$ cat src/rtl/adc_demux_pkg.sv
// Shared defaults and channel-index width derivation for the ADC channel demultiplexer.
package adc_demux_pkg;
    localparam int DATA_W_DEF = 8;
    localparam int NUM_CH_DEF = 8;

    function automatic int ch_width(input int n);
        return (n < 2) ? 1 : $clog2(n);
    endfunction
endpackage

$ cat src/rtl/adc_chan_slot.sv
// One output channel: sample register, valid/overrun flags and optional pair averaging.
// Averaging is enabled by defining ADC_DEMUX_AVG_EN.
module adc_chan_slot #(
    parameter int DATA_W = 8
) (
    input  logic              clk,
    input  logic              rst,
    input  logic              i_wr,
    input  logic [DATA_W-1:0] i_data,
    input  logic              i_ack,
    output logic [DATA_W-1:0] o_data,
    output logic              o_valid,
    output logic              o_overrun,
    output logic              o_commit
);
    logic              w_commit;
    logic [DATA_W-1:0] w_wdata;
    logic [DATA_W-1:0] r_data;
    logic              r_valid;
    logic              r_overrun;

`ifdef ADC_DEMUX_AVG_EN
    logic              r_pend_full;
    logic [DATA_W-1:0] r_pend_data;
    logic [DATA_W:0]   w_sum;

    // The first sample of a pair only parks in the pending register.
    assign w_sum    = {1'b0, r_pend_data} + {1'b0, i_data};
    assign w_commit = i_wr & r_pend_full;
    assign w_wdata  = w_sum[DATA_W:1];

    always_ff @(posedge clk) begin
        if (rst) begin
            r_pend_full <= 1'b0;
            r_pend_data <= '0;
        end else if (i_wr) begin
            r_pend_full <= ~r_pend_full;
            if (!r_pend_full)
                r_pend_data <= i_data;
        end
    end
`else
    assign w_commit = i_wr;
    assign w_wdata  = i_data;
`endif

    always_ff @(posedge clk) begin
        if (rst) begin
            r_data    <= '0;
            r_valid   <= 1'b0;
            r_overrun <= 1'b0;
        end else if (w_commit) begin
            r_data  <= w_wdata;
            r_valid <= 1'b1;
            // A simultaneous ack means the old sample was consumed, so no overrun.
            if (r_valid && !i_ack)
                r_overrun <= 1'b1;
        end else if (i_ack) begin
            r_valid <= 1'b0;
        end
    end

    assign o_data    = r_data;
    assign o_valid   = r_valid;
    assign o_overrun = r_overrun;
    assign o_commit  = w_commit;
endmodule

$ cat src/rtl/adc_chan_demux.sv
// ADC sample demultiplexer: routes samples to per-channel holding registers by scan or manual select.
// Optional per-channel pair averaging is enabled by defining ADC_DEMUX_AVG_EN.
module adc_chan_demux
    import adc_demux_pkg::*;
#(
    parameter  int DATA_W = DATA_W_DEF,
    parameter  int NUM_CH = NUM_CH_DEF,
    localparam int CH_W   = ch_width(NUM_CH)
) (
    input  logic                     clk,
    input  logic                     rst,
    input  logic                     en,
    input  logic [DATA_W-1:0]        adc_data,
    input  logic                     adc_valid,
    input  logic                     auto_scan,
    input  logic [CH_W-1:0]          ch_sel,
    output logic [NUM_CH*DATA_W-1:0] out_data,
    output logic [NUM_CH-1:0]        out_valid,
    input  logic [NUM_CH-1:0]        out_ack,
    output logic [NUM_CH-1:0]        overrun,
    output logic [CH_W-1:0]          cur_ch
);
    logic [CH_W-1:0]   r_cur_ch;
    logic [CH_W-1:0]   w_target;
    logic              w_accept;
    logic [NUM_CH-1:0] w_wr;
    logic [NUM_CH-1:0] w_commit;

    assign w_target = auto_scan ? r_cur_ch : ch_sel;
    // Out-of-range manual selections are dropped before they reach any slot.
    assign w_accept = en && adc_valid && (int'(w_target) < NUM_CH);

    genvar gi;
    generate
        for (gi = 0; gi < NUM_CH; gi++) begin : g_slot
            assign w_wr[gi] = w_accept && (w_target == CH_W'(gi));

            adc_chan_slot #(
                .DATA_W (DATA_W)
            ) u_slot (
                .clk       (clk),
                .rst       (rst),
                .i_wr      (w_wr[gi]),
                .i_data    (adc_data),
                .i_ack     (out_ack[gi]),
                .o_data    (out_data[gi*DATA_W +: DATA_W]),
                .o_valid   (out_valid[gi]),
                .o_overrun (overrun[gi]),
                .o_commit  (w_commit[gi])
            );
        end
    endgenerate

    always_ff @(posedge clk) begin
        if (rst) begin
            r_cur_ch <= '0;
        end else if (auto_scan && (|w_commit)) begin
            if (r_cur_ch == CH_W'(NUM_CH - 1))
                r_cur_ch <= '0;
            else
                r_cur_ch <= r_cur_ch + 1'b1;
        end
    end

    assign cur_ch = r_cur_ch;
endmodule

$ cat config.mk
export PLATFORM = sky130hd
export DESIGN_NAME = adc_chan_demux
export DESIGN_NICKNAME = d
export VERILOG_FILES = /design/src/rtl/adc_demux_pkg.sv /design/src/rtl/adc_chan_slot.sv /design/src/rtl/adc_chan_demux.sv
export SDC_FILE = /design/constraint.sdc
export NUM_CORES = 1
export LEC_CHECK = 0
export BUFFER_PORTS_ARGS = -buffer_cell sky130_fd_sc_hd__buf_4
export CAP_MARGIN = 10
export CORE_ASPECT_RATIO = 0.6
export CORE_MARGIN = 2
export CORE_UTILIZATION = 50
export DETAILED_ROUTE_END_ITERATION = 8
export HOLD_SLACK_MARGIN = 0.08
export PLACE_DENSITY = 0.81
export SYNTH_ARGS = -nofsm -noshare
export SYNTH_HDL_FRONTEND = slang
export SYNTH_SLANG_ARGS = --single-unit
$ cat constraint.sdc
create_clock -name clk -period 3.8 [get_ports clk]
set_input_delay 0 -clock clk [delete_from_list [all_inputs] [get_ports clk]]
set_output_delay 0 -clock clk [all_outputs]
set_load 0.005 [all_outputs]
==> results.json <==
{
  "combPwrFrac": 0.068,
  "path_delay_family": "buffers and inverters",
  "reg2reg_slack_ns": 2.02,
  "cts_resized": 0,
  "yosysMostFrequentCell": "nand2b_1",
  "io_buffers": 106,
  "die_w_um": 114,
  "slowest_stage": "o211a_1",
  "setup_tns_ns": 0,
  "switchingPower_mw": 0.433,
  "vias": 2567,
  "finalCritPeriodShare": 0.468,
  "seq_area_frac_synth": 0.458,
  "track_usage": 0.220,
  "path_clk_slew_ns": 0.06,
  "synth_seq_cells": 83,
  "grt_pass1_vias": 2499,
  "crit_type": "primary input to flop",
  "grt_max_degree": 99,
  "maxCapViolCount": 0,
  "ys_top_cells_by_area": "dfxtp_1, mux2i_1, nand2b_1, buf_4, buf_6",
  "synthArstFlopShare": 0,
  "reg2reg_from": "cur_ch[0]$_SDFFE_PP0P_",
  "setup_viol": 0,
  "cts-htree-levels": 3,
  "slew-limit-headroom": 0.407,
  "hpwl_um": 5780,
  "dieArea_mm2": 0.00797,
  "hold_viol": 0,
  "via_per_inst": 5.09,
  "setup.worst_path.end_class": "flop",
  "rsz0062_at_grt": "no",
  "gp_congestion": 0.797,
  "synth.avg_cell_area_um2": 11.1,
  "cp-start-kind": "primary input",
  "yosys_warnings": 0,
  "max_freq_ghz": 0.562,
  "route.detailed.drc": 0,
  "power_frac_seq": 0.481,
  "synth_ff_type": "dfxtp_1",
  "hold_class": "primary input to flop",
  "cellLeakagePower_nw": 2.27,
  "place_ws_ns": 2.03,
  "intPower_mw": 1.41,
  "hold_start": "en",
  "power_density_mw_per_mm2": 398,
  "drive_gt1_frac": 0.348,
  "clock_sinks": 83,
  "gr-total-overflow": 0,
  "synth_top_cell_by_area": "dfxtp_1",
  "antenna_found_initial": 0,
  "clock_path_buffers": 2,
  "crit_start": "auto_scan",
  "wl_um": 8680,
  "p_clk_frac": 0.451,
  "ant_nets": 0,
  "core_mm2": 0.00685,
  "synth_top_area_frac": 0.458,
  "worst-slew-pin-transition_ns": 0.887,
  "detail_route.wl_per_cell_um": 17.2,
  "cts_tree": "done",
  "crit_buf_inv": 2,
  "insertion_delay_ns": 0.34,
  "io_pins": 107,
  "dr.pass1.iters": 4,
  "ys_types": 30,
  "switching_share": 0.235,
  "numCtsBuffers": 9,
  "grt_pass1_wl_um": 13500,
  "slowest_delay_ns": 0.58,
  "required_ns": 4.06,
  "status": "complete, no violations",
  "drt_iter0_drc": 143,
  "worst-endpoint-arrival_ns": 2.03,
  "synth_nets": 353,
  "syn_inst": 327,
  "clock-skew-final_ns": 0.00456,
  "worst_slack_ns": 2.02,
  "synthTopCellsByCount": "nand2b_1, dfxtp_1, mux2i_1",
  "cp_cell_sequence": "dlygate4sd3_1 -> buf_4 -> mux2i_2 -> o211a_1 -> mux2i_1",
  "synth-edff-count": 0,
  "fp-row-count": 23,
  "post-route-min-period_ns": 1.78,
  "start_util": 0.529,
  "cts_root_buffer": "clkbuf_16",
  "die_y_um": 70.0,
  "layout.nets": 438,
  "area_growth_pct": 27.7,
  "cp_max_fo": 13,
  "ir_drop_mv": 0.220,
  "synth_area_mm2": 0.00363,
  "slew_viol_final": 0,
  "diodes": 0
}
[routing by layer]
layer / GRT usage / routed length (um) / up-vias / share of wire
li1: - / - / 1248 / -
met1: 0.305 / 4160 / 1216 / 0.48
met2: 0.319 / 3720 / 93 / 0.43
met3: 0.0842 / 714 / 10 / 0.082
met4: 0.0610 / 83 / 0 / 0.0096
met5: 0 / 0 / - / 0
[tightest hold or removal path: stages]
cell,delay (ns)
buf_4,0.11
nand3_1,0.10
or3_1,0.11
a21oi_1,0.05
[power by group through the flow]
stage               Clock [mW]  Combinational (mW)  Sequential [mW]
global placement             0               0.114            0.906
CTS                      0.838               0.124            0.887
global route             0.875               0.133            0.888
floorplan                    0              0.0723            0.906
detailed placement           0               0.114            0.907
finish                   0.831               0.125            0.887
[worst paths after layout]
kind                                             end  depth (start not counted)
min reg2reg  g_slot[0].u_slot.o_overrun$_SDFFE_PP0P_                          2
max reg2reg  g_slot[6].u_slot.o_data[0]$_SDFFE_PP0P_                          3
max          g_slot[0].u_slot.o_data[6]$_SDFFE_PP0P_                          5
min                           cur_ch[0]$_SDFFE_PP0P_                          4
[registers in the layout, summed over array words and instances (netlist names)]
signal	cells
cur_ch	3
g_slot.u_slot.o_valid	8
g_slot.u_slot.o_data	64
g_slot.u_slot.o_overrun	8
[through the flow]
step	hold WS, ns	total power [mW]	instances	utilization	instance area [um^2]
detailed placement	0.315	1.02	476	0.617	4220
floorplan	0.217	0.978	327	-	3630
CTS	0.0812	1.85	504	0.676	4630
finish	0.0880	1.84	504	0.676	4630
global route	0.116	1.90	504	0.676	4630
global placement	0.310	1.02	476	0.617	4220
[what timing repair did]
| item | in CTS | in global routing |
|---|---|---|
| buffers inserted | 0 | 0 |
| endpoints found under the hold margin | 19 | 0 |
| hold buffers | 12 | 0 |
[cells in the final DEF (no fill, tap or decap), types with 4 or more instances in the layout]
cell / n
o211ai_2: 7
mux2i_1: 64
nand2b_1: 86
o31ai_4: 4
clkinvlp_4: 4
dfxtp_1: 83
clkbuf_16: 9
dlygate4sd3_1: 12
a21oi_1: 11
buf_4: 106
[cell families (layout without fill, tap and decap cells)]
kind of cell    Yosys count  after routing  share of synthesized area
simple gates            103            103                      0.185
flops                    83             83                      0.458
mux                      66             66                      0.184
buf+inv                  45            135                     0.0856
compound gates           28             28                     0.0811
fa+ha+maj                 2              2                    0.00690
[layout make-up]
| type | count | area (um^2) |
|---|---|---|
| fill | 509 | 2220 |
| sequential | 83 | 1660 |
| multi-input combinational | 199 | 1650 |
| timing repair buffer | 118 | 916 |
| clock buffer | 10 | 239 |
| tap | 87 | 109 |
| clock inverter | 6 | 47.5 |
| inverter | 1 | 3.75 |
No activity file was read; power rests on OpenSTA's default activity.
